$ cat src/rtl/useq_loader.sv
// useq_loader: boot loader and 256x8 program RAM for the useq core.
// Receives a framed byte stream (SYNC, ADDR, LEN, DATA..., CHK), writes the
// payload into program RAM, and keeps the core in reset until a frame whose
// checksum passes has been loaded.
module useq_loader #(
    parameter logic [7:0] SYNC_BYTE = 8'h55,
    parameter int         TIMEOUT   = 1000,
    parameter bit         BOOT_RUN  = 1'b0
) (
    input  logic       clk,
    input  logic       rst_n,
    input  logic [7:0] in_data,
    input  logic       in_valid,
    output logic       in_ready,
    input  logic [7:0] mem_addr,
    output logic [7:0] mem_data,
    output logic       core_rst_n,
    output logic       busy,
    output logic       err,
    output logic [7:0] frames_ok
);

    localparam int CNT_W = $clog2(TIMEOUT + 1);
    localparam logic [CNT_W-1:0] CNT_LAST = CNT_W'(TIMEOUT - 1);

    typedef enum logic [2:0] {
        S_IDLE,
        S_ADDR,
        S_LEN,
        S_DATA,
        S_CHK,
        S_DONE
    } state_t;

    state_t           state_q;
    logic [7:0]       wptr_q;
    logic [7:0]       sum_q;
    logic [8:0]       remaining_q;
    logic [CNT_W-1:0] cnt_q;
    logic             core_rst_n_q;
    logic             err_q;
    logic [7:0]       frames_ok_q;
    logic [7:0]       mem_q [0:255];

    logic             accept_d;
    logic [7:0]       sum_d;
    logic             timed_out_d;

    // Handshake and running checksum derived from the current state.
    always_comb begin
        accept_d    = in_valid && in_ready;
        sum_d       = sum_q + in_data;
        timed_out_d = (cnt_q == CNT_LAST);
    end

    assign in_ready   = (state_q != S_DONE);
    assign busy       = (state_q != S_IDLE);
    assign core_rst_n = core_rst_n_q;
    assign err        = err_q;
    assign frames_ok  = frames_ok_q;
    assign mem_data   = mem_q[mem_addr];

    // Program RAM write port; contents survive rst_n so aborted loads persist.
    always_ff @(posedge clk) begin
        if (accept_d && state_q == S_DATA) begin
            mem_q[wptr_q] <= in_data;
        end
    end

    // Frame-parsing FSM with inter-byte timeout and core reset control.
    always_ff @(posedge clk) begin
        if (!rst_n) begin
            state_q      <= S_IDLE;
            wptr_q       <= 8'h00;
            sum_q        <= 8'h00;
            remaining_q  <= 9'd0;
            cnt_q        <= '0;
            core_rst_n_q <= BOOT_RUN;
            err_q        <= 1'b0;
            frames_ok_q  <= 8'h00;
        end else begin
            case (state_q)
                S_IDLE: begin
                    cnt_q <= '0;
                    if (accept_d && in_data == SYNC_BYTE) begin
                        state_q      <= S_ADDR;
                        core_rst_n_q <= 1'b0;
                        err_q        <= 1'b0;
                    end
                end

                S_ADDR, S_LEN, S_DATA, S_CHK: begin
                    if (accept_d) begin
                        cnt_q <= '0;
                        case (state_q)
                            S_ADDR: begin
                                wptr_q  <= in_data;
                                sum_q   <= in_data;
                                state_q <= S_LEN;
                            end
                            S_LEN: begin
                                // A length byte of zero encodes a full 256-byte payload.
                                remaining_q <= (in_data == 8'h00) ? 9'd256 : {1'b0, in_data};
                                sum_q       <= sum_d;
                                state_q     <= S_DATA;
                            end
                            S_DATA: begin
                                wptr_q      <= wptr_q + 8'h01;
                                sum_q       <= sum_d;
                                remaining_q <= remaining_q - 9'd1;
                                if (remaining_q == 9'd1) begin
                                    state_q <= S_CHK;
                                end
                            end
                            default: begin
                                if (sum_d == 8'h00) begin
                                    state_q <= S_DONE;
                                end else begin
                                    state_q <= S_IDLE;
                                    err_q   <= 1'b1;
                                end
                            end
                        endcase
                    end else if (timed_out_d) begin
                        state_q <= S_IDLE;
                        err_q   <= 1'b1;
                        cnt_q   <= '0;
                    end else begin
                        cnt_q <= cnt_q + 1'b1;
                    end
                end

                S_DONE: begin
                    frames_ok_q  <= frames_ok_q + 8'h01;
                    core_rst_n_q <= 1'b1;
                    cnt_q        <= '0;
                    state_q      <= S_IDLE;
                end

                default: begin
                    state_q <= S_IDLE;
                end
            endcase
        end
    end

endmodule

$ cat config.mk
export PLATFORM = sky130hd
export DESIGN_NAME = useq_loader
export DESIGN_NICKNAME = d
export VERILOG_FILES = /design/src/rtl/useq_loader.sv
export SDC_FILE = /design/constraint.sdc
export NUM_CORES = 2
export LEC_CHECK = 0
export BUFFER_PORTS_ARGS = -buffer_cell sky130_fd_sc_hd__buf_2
export CAP_MARGIN = 20
export CORE_MARGIN = 2
export CORE_UTILIZATION = 45
export CTS_BUF_LIST = sky130_fd_sc_hd__clkbuf_8
export DETAILED_ROUTE_END_ITERATION = 10
export PLACE_DENSITY = 0.57
export REMOVE_ABC_BUFFERS = 1
export SYNTH_ARGS = -nofsm -noshare
export SYNTH_HDL_FRONTEND = slang
export SYNTH_SLANG_ARGS = --single-unit
$ cat constraint.sdc
create_clock -name clk -period 6.3 [get_ports clk]
set_input_delay 1.26 -clock clk [delete_from_list [all_inputs] [get_ports clk]]
set_output_delay 1.26 -clock clk [all_outputs]
set_load 0.05 [all_outputs]
==> results by group <==
Critical path
  • Worst setup path start: mem_addr[0]
  • Arrival time at the worst endpoint: about 4.8 ns
  • Worst r2r src: state_q[1]$_SDFFE_PN0P_
  • WS Path Type: input port to output pin
  • Crit end category: output pin
  • Crit path max fanout: 37
  • Startpoint Class: input port
  • CP required: 5.04 ns

Die
  • Rows: between 150 and 200
  • Starting density of the core: between 40% and 50%
  • Die Wd: 430.4 µm
  • Total die area: 0.1852 mm²
  • Top Ports: 39
  • Die H: between 400 and 500 µm
  • Core region area: ~0.18 mm²

Logic synthesis
  • Compound-Gate Fraction of Synth Area: under 10%
  • Yosys warns: 0
  • Simple-Gate Fraction of Synth Area: under 10%
  • Post-synth EDFFs: 2048
  • Synth unique cells: 68
  • Sequential area share after synthesis: 76.35%
  • Post-Synthesis Cell Area: roughly 0.082 mm²
  • Post-synthesis mux area share: between 10% and 20%
  • Async set-or-reset flop fraction in the synthesized netlist: 0%
  • Yosys reg bits: 2096
  • Synthesized instance count: 3998
  • Avg Cell Area, Syn: 20.46 µm²
  • Synth Flop Type: edfxtp_1
  • Adder-cell share of the synthesized area: 0.2539%
  • Largest family of logic cells by synthesized area: multiplexers
  • Post-synthesis xor/xnor area fraction: 0.1606%

Clocking
  • Hold-fix buffers, CTS: 0
  • Clk_lat worst skew: about 1.1 ns
  • Total clock buffers created by CTS: 349
  • CTS clk-pin slew, worst paths: 0.06 ns
  • Deepest clock path buffer count: 4
  • Clock Root Buffer: clkbuf_8
  • # H-tree levels: 5
  • CTS resizes: 0
  • TritonCTS clock tree: done
  • Setup Buffers After CTS: 0
  • CTS sink cnt: 2096

Global route
  • Total global routing overflow: 0
  • Global-route wire length before repair: 299600 µm
  • Vias in the first global route: 41480
  • Initial antenna violation count: 5
  • Largest net degree at the start of global routing: 181
  • Gr usage total: 22.51%

Place
  • Pre-CTS setup slack: 0.1610 ns
  • Placed insts: 6340
  • GPL Wtd Cong: about 0.83
  • Port bufs: 38
  • Final HPWL DP: 128200 µm

Routing
  • Antenna Nets Post-Route: 0
  • Routed WL: 209300 µm
  • Routed len/inst: 30.08 µm
  • Starting DRT DRC Count: 4203
  • TritonRoute pass-1 iters: 5
  • DRC Markers: 0
  • Number of vias per cell: 5.972
  • DR vias: 41560

Final layout
  • Fin cells: 6959
  • Final #Nets: approximately 4400
  • Most frequent cells in the layout: edfxtp_1 (2048), mux4_2 (488), clkbuf_8 (359)
  • Area Growth Syn to Fin: 12.17%
  • Commonest non-fill, non-tap cell in the layout: edfxtp_1
  • Layout cells sized above 1: 25.39%

Status
  • Status: finished, final reports clean

Min path
  • Worst hold-check path type: flip-flop to flip-flop
  • Worst hold start: remaining_q[6]$_SDFFE_PN0P_

STA
  • Fin Setup TNS: 0 ns
  • Minimum clock period: 6.073 ns
  • Max Clk Rate: around 0.16 GHz
  • RSZ-0062 raised after global routing: no
  • Fin crit share: 96.39%
  • WHS: 0.4952 ns
  • Fin. max-slew vios: 0
  • Final setup vio count: 0
  • Hold Fails Final Rpt: 0
  • Clock Skew: 0.07524 ns
  • Slew margin rel.: 24.27%
  • Worst Max-Slew Pin Slew: approximately 1.1 ns
  • Setup WS post-layout: 0.2274 ns

Run
  • Max-cap viol count: 0

Power
  • Leak: 0.02882 µW
  • Total power: 28070 µW
  • Power Density: 305.9 mW/mm²
  • Maximum vdd drop: 0.0002272 V
-- per-stage QoR --
stage,util [%],instance area [µm²]
floorplan,-,80500
global placement,47.28,85450
detailed placement,47.32,85530
CTS,50.71,91660
global route,50.77,91760
finish,50.77,91760
-- routing by layer --
metal	vias up	routed length, µm	global-route usage (%)
met4	0	5177	6.603
li1	17390	-	-
met2	1728	99120	34.98
met3	309	15530	4.617
met1	22140	89490	32.42
met5	-	0	0
-- flip-flops by register name, indices dropped and copies added, names as in the netlist, 3 cells and up --
register	count
state_q	3
remaining_q	9
frames_ok	8
sum_q	8
wptr_q	8
cnt_q	10
mem_q	2048
-- kinds of logic after synthesis --
logic type	count (synthesis)
xor+xnor	15
buf+inv	249
mux	582
fa+ha+maj	16
flops	2096
simple gates	605
compound gates	435
-- synthesized netlist by cell type, types with 8 or more instances --
library cell / count / share of area (%)
buf_2: 56 / 0.34
xor2_1: 9 / 0.096
nand4_1: 10 / 0.076
ha_1: 15 / 0.23
edfxtp_1: 2048 / 75
a22o_1: 38 / 0.41
a31o_2: 10 / 0.11
nor3_1: 18 / 0.11
a211oi_1: 35 / 0.32
mux2i_1: 79 / 0.97
buf_6: 25 / 0.34
o21ai_0: 43 / 0.26
mux2_2: 13 / 0.18
a22oi_1: 53 / 0.49
nand2_1: 95 / 0.44
o221ai_1: 17 / 0.18
clkbuf_1: 105 / 0.48
nor2b_1: 18 / 0.14
nand2b_1: 8 / 0.061
a21oi_1: 65 / 0.40
a31oi_1: 12 / 0.092
and3_1: 8 / 0.061
and2_1: 9 / 0.069
dfxtp_1: 48 / 1.2
o211ai_1: 10 / 0.092
nor4_1: 8 / 0.061
buf_4: 36 / 0.33
nor2_1: 353 / 1.6
a221oi_1: 14 / 0.15
mux4_2: 488 / 13
nand3_1: 37 / 0.23
a311oi_1: 9 / 0.096
o22ai_1: 103 / 0.79
inv_1: 13 / 0.060
-- power by group --
group | internal [µW] | leakage [µW] | total, µW | switching [µW]
Clock | 5540 | 0.00358 | 10900 | 5330
Sequential | 15300 | 0.0188 | 15400 | 52.8
Combinational | 625 | 0.00646 | 1810 | 1180
-- layout make-up --
class                           instances  area (µm²)
Sequential cell                      2096       62460
Fill cell                           14460       88980
Clock buffer                          359        4941
Clock inverter                        250        1187
Multi-Input combinational cell       1653       18090
Inverter                               15       56.30
Antenna cell                            4       10.01
Timing Repair Buffer                  212        2048
Tap cell                             2370        2965
-- worst paths after layout --
path / to / slack [ns] / cells past startpoint
min reg2reg: remaining_q[6]$_SDFFE_PN0P_ / 0.50 / 2
max: mem_data[1] / 0.23 / 11
min: remaining_q[6]$_SDFFE_PN0P_ / 0.50 / 2
max reg2reg: mem_q[87][5]$_DFFE_PP_ / 2.01 / 5
-- critical path, cell delays in order --
cell	delay, ns
buf_8	0.24
buf_4	0.36
buf_12	0.33
mux4_2	0.55
a22o_1	0.23
a221oi_1	0.54
o22ai_1	0.16
o22ai_1	0.41
buf_4	0.21
nor3_1	0.10
buf_2	0.24
No activity file was read; power rests on OpenSTA's default activity.
